==> config.mk <==
export PLATFORM = sky130hd
export DESIGN_NAME = enemy_life_ctrl
export DESIGN_NICKNAME = d
export VERILOG_FILES = /design/src/rtl/enemy_life_ctrl_pkg.sv /design/src/rtl/enemy_slot_fsm.sv /design/src/rtl/enemy_life_ctrl.sv
export SDC_FILE = /design/constraint.sdc
export NUM_CORES = 1
export LEC_CHECK = 0
export CAP_MARGIN = 20
export CORE_ASPECT_RATIO = 1.25
export CORE_UTILIZATION = 55
export CTS_CLUSTER_DIAMETER = 200
export DETAILED_ROUTE_END_ITERATION = 12
export PLACE_DENSITY = 0.82
export SKIP_CTS_REPAIR_TIMING = 1
export SYNTH_ARGS = -nofsm -noshare
export SYNTH_HDL_FRONTEND = slang
export SYNTH_HIERARCHICAL = 1
export SYNTH_SLANG_ARGS = --single-unit
==> constraint.sdc <==
create_clock -name clk_vga -period 4.63 [get_ports clk_vga]
set_clock_uncertainty 0.1 [all_clocks]
set_input_delay 0.6945 -clock clk_vga [delete_from_list [all_inputs] [get_ports clk_vga]]
set_output_delay 0.6945 -clock clk_vga [all_outputs]
set_load 0.05 [all_outputs]
==> src/rtl/enemy_life_ctrl_pkg.sv <==
// Shared definitions for the enemy life-cycle controller: slot state encoding,
// per-class defaults and sizing helpers.
package enemy_life_ctrl_pkg;

  typedef enum logic [1:0] {
    ST_UNVISUAL = 2'b00,
    ST_NORMAL   = 2'b01,
    ST_HIT      = 2'b10,
    ST_DOWN     = 2'b11
  } slot_state_t;

  typedef enum logic [1:0] {
    CLASS_SMALL  = 2'd0,
    CLASS_MEDIUM = 2'd1,
    CLASS_LARGE  = 2'd2
  } enemy_class_t;

  localparam int COLOR_GRAY_DEPTH = 4;
  localparam int FRAME_TICKS_DEF  = 4_000_000;
  localparam int HIT_TICKS_DEF    = 2_000_000;

  function automatic int class_hp(input enemy_class_t cls);
    case (cls)
      CLASS_SMALL:  return 1;
      CLASS_MEDIUM: return 3;
      CLASS_LARGE:  return 8;
      default:      return 1;
    endcase
  endfunction

  function automatic int class_down_frames(input enemy_class_t cls);
    case (cls)
      CLASS_SMALL:  return 3;
      CLASS_MEDIUM: return 4;
      CLASS_LARGE:  return 6;
      default:      return 3;
    endcase
  endfunction

  // Counter width for n distinct values, never narrower than one bit.
  function automatic int width_of(input int n);
    return (n <= 1) ? 1 : $clog2(n);
  endfunction

endpackage

==> src/rtl/enemy_slot_fsm.sv <==
// Life cycle of one enemy slot: spawn, hit flash with hit points, and a timed
// multi-frame explosion before the slot becomes free again.
module enemy_slot_fsm
  import enemy_life_ctrl_pkg::*;
#(
  parameter int HP          = 1,
  parameter int DOWN_FRAMES = 3,
  parameter int FRAME_TICKS = FRAME_TICKS_DEF,
  parameter int HIT_TICKS   = HIT_TICKS_DEF,
  parameter int FRAME_W     = width_of(DOWN_FRAMES)
) (
  input  logic               clk,
  input  logic               rst,
  input  logic               en,
  input  logic               spawn,
  input  logic               addressed,
  input  logic               crash_bullet,
  input  logic               crash_me,
  input  logic               bomb,
  output slot_state_t        state,
  output logic [FRAME_W-1:0] frame,
  output logic               enter_down
);

  localparam int HP_W   = $clog2(HP + 1);
  localparam int TICK_W = width_of((FRAME_TICKS > HIT_TICKS) ? FRAME_TICKS : HIT_TICKS);

  localparam logic [HP_W-1:0]    HP_INIT         = HP_W'(HP);
  localparam logic [HP_W-1:0]    HP_LAST         = HP_W'(1);
  localparam logic [TICK_W-1:0]  HIT_LAST        = TICK_W'(HIT_TICKS - 1);
  localparam logic [TICK_W-1:0]  FRAME_TICK_LAST = TICK_W'(FRAME_TICKS - 1);
  localparam logic [FRAME_W-1:0] FRAME_LAST      = FRAME_W'(DOWN_FRAMES - 1);

  slot_state_t        state_r;
  logic [HP_W-1:0]    hp_r;
  logic [FRAME_W-1:0] frame_r;
  logic [TICK_W-1:0]  tick_r;
  logic               live_s;
  logic               kill_s;
  logic               wound_s;

  // Kill/wound decisions; a bomb or a body collision outranks a bullet.
  always_comb begin
    live_s     = (state_r == ST_NORMAL) || (state_r == ST_HIT);
    kill_s     = bomb || (addressed && (crash_me || (crash_bullet && (hp_r == HP_LAST))));
    wound_s    = addressed && crash_bullet && (hp_r != HP_LAST);
    enter_down = en && live_s && kill_s;
  end

  // Slot state, hit points, explosion frame and shared frame/flash timer.
  always_ff @(posedge clk) begin
    if (rst) begin
      state_r <= ST_UNVISUAL;
      hp_r    <= HP_INIT;
      frame_r <= '0;
      tick_r  <= '0;
    end else if (en) begin
      case (state_r)
        ST_UNVISUAL: begin
          if (spawn) begin
            state_r <= ST_NORMAL;
            hp_r    <= HP_INIT;
            tick_r  <= '0;
          end
        end
        ST_NORMAL, ST_HIT: begin
          if (kill_s) begin
            state_r <= ST_DOWN;
            frame_r <= '0;
            tick_r  <= '0;
          end else if (wound_s) begin
            state_r <= ST_HIT;
            hp_r    <= hp_r - HP_W'(1);
            tick_r  <= '0;
          end else if (state_r == ST_HIT) begin
            if (tick_r == HIT_LAST) begin
              state_r <= ST_NORMAL;
              tick_r  <= '0;
            end else begin
              tick_r <= tick_r + TICK_W'(1);
            end
          end
        end
        ST_DOWN: begin
          if (tick_r == FRAME_TICK_LAST) begin
            tick_r <= '0;
            if (frame_r == FRAME_LAST) begin
              state_r <= ST_UNVISUAL;
              frame_r <= '0;
            end else begin
              frame_r <= frame_r + FRAME_W'(1);
            end
          end else begin
            tick_r <= tick_r + TICK_W'(1);
          end
        end
        default: begin
          state_r <= ST_UNVISUAL;
          frame_r <= '0;
          tick_r  <= '0;
        end
      endcase
    end
  end

  assign state = state_r;
  assign frame = frame_r;

endmodule

==> src/rtl/enemy_life_ctrl.sv <==
// Enemy pool controller: one life-cycle FSM per slot, the sprite-frame pixel
// mux for the slot under the current pixel, and the per-event kill counter.
module enemy_life_ctrl
  import enemy_life_ctrl_pkg::*;
#(
  parameter int NUM         = 8,
  parameter int IDX_W       = 3,
  parameter int HP          = class_hp(CLASS_SMALL),
  parameter int DOWN_FRAMES = class_down_frames(CLASS_SMALL),
  parameter int FRAME_TICKS = FRAME_TICKS_DEF,
  parameter int HIT_TICKS   = HIT_TICKS_DEF,
  parameter int GRAY_W      = COLOR_GRAY_DEPTH
) (
  input  logic                                  clk_vga,
  input  logic                                  rst,
  input  logic                                  en_i,
  input  logic                                  spawn_i,
  input  logic [IDX_W-1:0]                      spawn_idx_i,
  input  logic                                  enemy_vali_i,
  input  logic [IDX_W-1:0]                      curr_enemy_idx_i,
  input  logic                                  crash_bullet_i,
  input  logic                                  crash_me_i,
  input  logic                                  bomb_i,
  input  logic [(2+DOWN_FRAMES)*(1+GRAY_W)-1:0] bram_info_i,
  output logic [NUM-1:0]                        disappear_o,
  output logic                                  vga_alpha_o,
  output logic [3*GRAY_W-1:0]                   vga_rgb_o,
  output logic [IDX_W:0]                        kill_cnt_o
);

  localparam int W       = 1 + GRAY_W;
  localparam int NF      = 2 + DOWN_FRAMES;
  localparam int SEL_W   = width_of(NF);
  localparam int FRAME_W = width_of(DOWN_FRAMES);
  localparam int CNT_W   = IDX_W + 1;

  logic [1:0]         slot_state_s [NUM];
  logic [FRAME_W-1:0] slot_frame_s [NUM];
  logic [NUM-1:0]     spawn_sel_s;
  logic [NUM-1:0]     addressed_s;
  logic [NUM-1:0]     enter_down_s;
  logic [W-1:0]       frames_s [NF];
  logic [1:0]         sel_state_s;
  logic [FRAME_W-1:0] sel_frame_s;
  logic [SEL_W-1:0]   frame_idx_s;
  logic [W-1:0]       pix_s;
  logic               visible_s;
  logic [CNT_W-1:0]   kill_sum_s;
  logic [CNT_W-1:0]   kill_cnt_r;

  // Per-slot decode of spawn target and current-pixel owner.
  always_comb begin
    for (int s = 0; s < NUM; s++) begin
      spawn_sel_s[s] = spawn_i && (spawn_idx_i == IDX_W'(s));
      addressed_s[s] = enemy_vali_i && (curr_enemy_idx_i == IDX_W'(s));
    end
  end

  for (genvar g = 0; g < NUM; g++) begin : g_slot
    slot_state_t state_s;

    enemy_slot_fsm #(
      .HP          (HP),
      .DOWN_FRAMES (DOWN_FRAMES),
      .FRAME_TICKS (FRAME_TICKS),
      .HIT_TICKS   (HIT_TICKS),
      .FRAME_W     (FRAME_W)
    ) u_slot (
      .clk          (clk_vga),
      .rst          (rst),
      .en           (en_i),
      .spawn        (spawn_sel_s[g]),
      .addressed    (addressed_s[g]),
      .crash_bullet (crash_bullet_i),
      .crash_me     (crash_me_i),
      .bomb         (bomb_i),
      .state        (state_s),
      .frame        (slot_frame_s[g]),
      .enter_down   (enter_down_s[g])
    );

    assign slot_state_s[g] = state_s;
    assign disappear_o[g]  = (state_s == ST_UNVISUAL);
  end

  // Pixel mux; at most one slot is addressed, and none when the index is out of range.
  always_comb begin
    sel_state_s = 2'b00;
    sel_frame_s = '0;
    for (int s = 0; s < NUM; s++) begin
      sel_state_s = sel_state_s | (addressed_s[s] ? slot_state_s[s] : 2'b00);
      sel_frame_s = sel_frame_s | (addressed_s[s] ? slot_frame_s[s] : '0);
    end
    for (int k = 0; k < NF; k++) begin
      frames_s[k] = bram_info_i[(NF-1-k)*W +: W];
    end
    case (sel_state_s)
      ST_HIT:  frame_idx_s = SEL_W'(1);
      ST_DOWN: frame_idx_s = SEL_W'(2) + SEL_W'(sel_frame_s);
      default: frame_idx_s = SEL_W'(0);
    endcase
    pix_s       = frames_s[frame_idx_s];
    visible_s   = (sel_state_s != ST_UNVISUAL);
    vga_alpha_o = visible_s ? pix_s[W-1] : 1'b0;
    vga_rgb_o   = visible_s ? {3{pix_s[GRAY_W-1:0]}} : '0;
  end

  // Number of slots dying on this edge.
  always_comb begin
    kill_sum_s = '0;
    for (int s = 0; s < NUM; s++) begin
      kill_sum_s = kill_sum_s + CNT_W'(enter_down_s[s]);
    end
  end

  // One-cycle kill count pulse.
  always_ff @(posedge clk_vga) begin
    if (rst) begin
      kill_cnt_r <= '0;
    end else begin
      kill_cnt_r <= kill_sum_s;
    end
  end

  assign kill_cnt_o = kill_cnt_r;

endmodule

-- After elaboration in Yosys (flattened, before gate mapping)
Cells that the tools add are included.
- bits in registers: 220
- input port bits: 39
- output and inout bits: 25
- word-level logic and storage cells: 578
- $add $sub $neg: 32
- magnitude comparators: 1
- eq/ne operators: 128
- multiplexer cells: 206
- bitwise gates (word level): 23
- reduce and logical (&&, ||, !) cells: 155
- operators with widths (cell ; count):
    $mux 22 ; 48
    $pmux 22 s3 ; 8
    $mux 2 ; 96
    $add 22x1->22 const B ; 8
    $eq 22x21->1 const B ; 8
    $eq 22x22->1 const B ; 8
    $ne 2x1->1 const B ; 40
    $logic_and 1x1->1 ; 64
    $ne 4x1->1 const B ; 16
    $eq 2x2->1 const B ; 26
    $pmux 2 s3 ; 8
    $reduce_and 6->1 ; 8
    $reduce_and 5->1 ; 8
    $reduce_bool 2->1 ; 17
    $pmux 2 s2 ; 8
    $reduce_and 4->1 ; 8
    $or 2x2->2 ; 14
    $mux 1 ; 25
    $eq 3x3->1 const B ; 8
    $logic_or 1x1->1 ; 24
    $reduce_and 3->1 ; 8
    $add 2x1->2 const B ; 8
    $add 4x1->4 ; 4
    $eq 2x1->1 const B ; 8
    other kinds (19) ; 67

-- Depth between registers and ports, before layout
Gate-level depths: netlist of the first run.
- word-level depth: 17
- mapped depth: 16
- depth with buffers taken out: 14

-- Hierarchy
The synthesis of the first run kept the hierarchy.
- by module, submodules not included (module ; times used ; cells each ; area an instance (µm²)):
    enemy_slot_fsm (g_slot[0].u_slot ...) ; 5 ; 187 ; 1552.7
    enemy_slot_fsm (g_slot[7].u_slot) ; 1 ; 184 ; 1556.5
    enemy_slot_fsm (g_slot[6].u_slot) ; 1 ; 185 ; 1550.2
    enemy_slot_fsm (g_slot[5].u_slot) ; 1 ; 178 ; 1503.9
    enemy_life_ctrl ; 1 ; 138 ; 1116.1

-- Worst setup path after synthesis of the first run
No wires, ideal clock.
- path type: input port to flip-flop
- start: input port curr_enemy_idx_i[2]
- end: register kill_cnt_r[2] (netlist: kill_cnt_o[2])
- library setup time: 0.114 ns
- arrival time: 3.692 ns
- data required time: 4.416 ns
- slack: 0.724 ns
- stages: 15
- path through: buf_6 -> or3b_1 -> nor2_1 -> a21oi_1 -> nor2_1 -> fa_1 -> inv_1 -> fa_1 -> fa_1 -> inv_1 -> ha_1 -> inv_1 -> fa_1 -> xor2_1 -> nor2_1
- cells in the longest elaborated chain, start to end: 12
- RTL lines (what ; RTL line ; source):
    start, declared ; enemy_life_ctrl.sv:20 ; input logic [IDX_W-1:0] curr_enemy_idx_i,
    $logic_not 3->1 ; enemy_life_ctrl.sv:55 ; addressed_s[s] = enemy_vali_i && (curr_enemy_idx_i == IDX_W'(s));
    $logic_and 1x1->1 ; enemy_life_ctrl.sv:55 ;
    via addressed_s[0] ; enemy_life_ctrl.sv:40 ; logic [NUM-1:0] addressed_s;
    $logic_and 1x1->1 ; enemy_slot_fsm.sv:45 ; kill_s = bomb || (addressed && (crash_me || (crash_bullet && (hp_r == HP_LAST))));
    $logic_or 1x1->1 ; enemy_slot_fsm.sv:45 ;
    $logic_and 1x1->1 ; enemy_slot_fsm.sv:47 ; enter_down = en && live_s && kill_s;
    via enter_down_s[0] ; enemy_life_ctrl.sv:41 ; logic [NUM-1:0] enter_down_s;
    $add 1x1->2 ; enemy_life_ctrl.sv:112 ; kill_sum_s = kill_sum_s + CNT_W'(enter_down_s[s]);
    $add 2x1->3 ; enemy_life_ctrl.sv:112 ;
    $add 3x1->4 ; enemy_life_ctrl.sv:112 ;
    $add 4x1->4 (4 in series) ; enemy_life_ctrl.sv:112 ;
    end signal, assigned ; enemy_life_ctrl.sv:121 ; kill_cnt_r <= kill_sum_s;
    end, declared ; enemy_life_ctrl.sv:49 ; logic [CNT_W-1:0] kill_cnt_r;
The timed path passes the listed nets, and every way through them passes these cells.
A chain may end at the register's enable or synchronous reset.

-- Worst setup path in the final report of the first run
- start: input port curr_enemy_idx_i[0]
- end: output port vga_rgb_o[8]
- cells in the longest elaborated chain, start to end: 17
- RTL lines (what ; RTL line ; source):
    $eq 3x1->1 / $logic_not 3->1 (equally long branches) ; enemy_life_ctrl.sv:55 ;
    $logic_and 1x1->1 ; enemy_life_ctrl.sv:55 ;
    $mux 2, on equally long branches ; enemy_life_ctrl.sv:92, enemy_life_ctrl.sv:91 ;
    $or 2x2->2, on equally long branches (7 in series) ; enemy_life_ctrl.sv:92, enemy_life_ctrl.sv:91 ;
    $add 2x2->3 / $eq 2x2->1 (equally long branches) ; enemy_life_ctrl.sv:99, enemy_life_ctrl.sv:97 ;
    $pmux 3 s2 ; enemy_life_ctrl.sv:97 ; case (sel_state_s)
    $not 3->4 (not written as such) ; enemy_life_ctrl.sv:102 ; pix_s = frames_s[frame_idx_s];
    $bmux 5 s3 ; enemy_life_ctrl.sv:102 ;
    $mux 5 (not written as such) (2 in series) ; enemy_life_ctrl.sv:102 ;
    $mux 12 (*) ; enemy_life_ctrl.sv:105 ; vga_rgb_o = visible_s ? {3{pix_s[GRAY_W-1:0]}} : '0;
    end, declared ; enemy_life_ctrl.sv:27 ; output logic [3*GRAY_W-1:0] vga_rgb_o,
Every way passes the cells marked *; elsewhere a longest branch is shown, timed or not. The select of a mux whose other input is x is not followed.

==> summary.txt, run 1 <==
STA
  – Final Hold Vio Count: 0
  – Fmax: 0.224 GHz
  – Endpoints failing setup: 0
  – Final Critical Period: between 4000 and 5000 ps
  – Worst hold slack: 378 ps
  – RSZ-0062 raised after global routing: no
  – Final period util: 0.964
  – Rel. slew slack: 0.285
  – Final TNS setup: 0 ps
  – Slew @ Worst Pin: 1070 ps
  – Max Slew Vio Count: 0

Layout
  – Fraction of layout cells with a size suffix above 1: 0.0988
  – Nets: 1,751
  – Antenna cells: 0
  – Syn-to-layout area delta: 13.0%

Setup path
  – Worst endpoint required time: 3840 ps
  – Reg2reg end: kill_cnt_o[2]
  – Worst EP arrival: 3670 ps
  – Crit Path Max Fanout: 17
  – R2R setup slack: 930 ps
  – Critical Path End Type: output port
  – Startpoint types: primary input
  – Reg2Reg Launch Point: g_slot[0].u_slot/state[1]
  – Logic depth of the worst register-to-register path: 14
  – Setup CP Type: in2out

Global routing
  – Grt total ovfl: 0
  – Antenna violations before repair: 1
  – Pin count of the biggest net entering global routing: 37
  – First-pass GRT wire length: roughly 55 mm
  – GR Util All Layers: 0.260
  – Via count of the first global-routing pass: 11,600

Synthesis
  – Top cells by area, synth: dfxtp_1, xnor2_1, nor2_1
  – Cell variety after synth: 90
  – Commonest cells post-synth: dfxtp_1, nor2_1, nand2_1
  – Synthesized area: about 0.013 mm^2
  – Cell with the most instances after synthesis: dfxtp_1
  – Synth top area share: 0.326
  – Post-synth EDFFs: 0
  – Mapped Nets: between 1,500 and 2,000
  – Post-synth top area cell: dfxtp_1
  – Post-synthesis async set-or-reset flop share: 0
  – Sequential share of the synthesized area: 0.326
  – Syn Area/Cell: 8.33 um^2
  – Gate Count Post-Synth: 1,620
  – Register bit total from synthesis: 220
  – Ys Warns: 6
  – Most used flip-flop cell after synthesis: dfxtp_1

Die
  – Core area: 0.0239 mm^2
  – Site Rows: 63
  – Initial Utilization: 0.565
  – Die X: 142 um
  – Chip Height: 177 um
  – Full die area: 0.0252 mm^2
  – Top Ports: 64

Drt
  – Routed Antenna Nets: 0
  – Vias: 12,400
  – # DRC: 0
  – Overall routed net length: 32.7 mm
  – Wire length per cell: 16.2 um
  – Via/cell ratio: roughly 6.1
  – DRT iter0 DRCs: slightly below 1,000
  – Drt pass-1 iters: 5

Power and ir drop
  – Pwr dens: 272 mW/mm^2
  – Leakage power: slightly above 5 nW
  – VDD IR-drop max: 0.291 mV

Placed design
  – RD Place Congestion: around 0.9
  – IO buf count: 63
  – DP HPWL: 23.4 mm

Worst hold path
  – Worst hold start: g_slot[7].u_slot/tick_r[1]
  – Min-delay worst type: reg2reg
  – Worst hold path endpoint: g_slot[7].u_slot/tick_r[1]
  – Hold depth: 2

CTS
  – H-tree Lvls: 1
  – Clock sink count: 220
  – Worst-path clk slew: 60 ps
  – CTS tree: yes
  – Clock buffer depth: 3
  – CTS buffer count: 25
  – Clock Latency Late Sink: roughly 520 ps
  – Clk root buf: clkbuf_16

Status
  – Status: finished, final reports clean

Job
  – Max-cap viol count: 0
-- worst max path at each step --
stage                         from            end  slack, ps
2_1_floorplan  curr_enemy_idx_i[2]  kill_cnt_o[2]        720
3_5_place_dp   curr_enemy_idx_i[1]  kill_cnt_o[2]         60
5_1_grt        curr_enemy_idx_i[0]   vga_rgb_o[0]         10
6_report       curr_enemy_idx_i[0]   vga_rgb_o[8]        170
3_3_place_gp   curr_enemy_idx_i[1]  kill_cnt_o[2]        140
4_1_cts        curr_enemy_idx_i[0]   vga_rgb_o[8]        180
-- area by class of cell --
class / count / area, um^2
Timing Repair Buffer: 92 / 973
Tap cell: 325 / 407
Fill cell: 1998 / 8640
Inverter: 69 / 259
Sequential cell: 220 / 4400
Clock inverter: 9 / 81.3
Multi-Input combinational cell: 1265 / 8400
Clock buffer: 36 / 717
-- power breakdown --
group	switching, W	internal, W	total, W
combinational	0.000207	0.000124	0.000331
clock	0.000778	0.00113	0.00191
sequential	0.0000113	0.00190	0.00191
-- cells in the final DEF, fill, tap and decap left out, types with 8 or more instances in the layout --
master and n:
or3b_1 12, nand4b_1 15, nor3_1 14, nor3b_1 8, nand4_1 62, buf_12 13
clkdlybuf4s50_1 49, nor4b_1 8, o21ai_0 35, and2_1 18, nand2_1 143, nand3_1 63
xnor2_1 116, and3_1 19, nor2_1 211, a21o_1 9, inv_1 69, o21ai_1 10
o21a_1 15, mux2i_1 28, a31oi_1 9, buf_4 29, o31ai_1 16, a21oi_1 57
ha_1 35, and4_1 17, or4_1 14, xor2_1 26, nor4bb_1 9, nand2b_1 19
nor4_1 92, dfxtp_1 220, o211ai_1 10, clkbuf_16 25
-- sequential cells by signal, indices dropped and copies added (netlist names) --
name	count
g_slot.u_slot/tick_r	176
kill_cnt_o	4
g_slot.u_slot/frame	16
g_slot.u_slot/state	16
g_slot.u_slot/hp_r	8
-- worst max-delay path: stages --
cell	delay [ps]
clkdlybuf4s50_1	700
buf_4	310
mux2i_1	220
o32ai_1	100
a311oi_1	310
buf_4	250
and2b_1	230
o2bb2ai_1	140
o221a_1	500
buf_12	200
-- per-stage QoR --
step | instance area, um^2 | total power, W | instances | setup slack (ps) | utilization
2_1_floorplan | 13500 | 0.00216 | 1620 | 724 | -
3_3_place_gp | 14400 | 0.00227 | 1971 | 136 | 0.605
3_5_place_dp | 14400 | 0.00228 | 1971 | 64.2 | 0.605
4_1_cts | 15200 | 0.00419 | 2016 | 178 | 0.638
5_1_grt | 15200 | 0.00430 | 2016 | 14.3 | 0.638
6_report | 15200 | 0.00415 | 2016 | 167 | 0.638
-- metal layers --
| metal | share of wire | global-route usage | wire length (um) |
|---|---|---|---|
| met1 | 0.43 | 0.322 | 13900 |
| met2 | 0.48 | 0.451 | 15800 |
| met3 | 0.058 | 0.0371 | 1880 |
| met4 | 0.033 | 0.106 | 1090 |
| met5 | 0.00034 | 0 | 11 |
-- cells by family (layout without fill, tap and decap cells) --
kind of cell / count (synthesis) / in the layout / share of synthesized area
XOR/XNOR: 142 / 142 / 0.0922
buffers and inverters: 135 / 206 / 0.0510
adder cells (fa/ha/maj): 39 / 39 / 0.0384
multiplexers: 34 / 34 / 0.0261
AO/OA/AOI/OAI: 239 / 239 / 0.127
flip-flops: 220 / 220 / 0.326
AND/OR/NAND/NOR: 811 / 811 / 0.339
No activity file was read; power rests on OpenSTA's default activity.
==> run 2: changes to the inputs <==
--- a/config.mk
+++ b/config.mk
@@ -5,7 +5,6 @@
 export SDC_FILE = /design/constraint.sdc
 export NUM_CORES = 1
 export LEC_CHECK = 0
-export CAP_MARGIN = 20
 export CORE_ASPECT_RATIO = 1.25
 export CORE_UTILIZATION = 55
 export CTS_CLUSTER_DIAMETER = 200
==> results of run 2 <==
The final DEF is identical to that of run 1; final timing and power are the same.
==> run 3: changes to the inputs <==
--- a/config.mk
+++ b/config.mk
@@ -5,6 +5,7 @@
 export SDC_FILE = /design/constraint.sdc
 export NUM_CORES = 1
 export LEC_CHECK = 0
+export CAP_MARGIN = 20
 export CORE_ASPECT_RATIO = 1.25
 export CORE_UTILIZATION = 55
 export CTS_CLUSTER_DIAMETER = 200
==> results of run 3 <==
The final DEF is identical to that of run 1; final timing and power are the same.
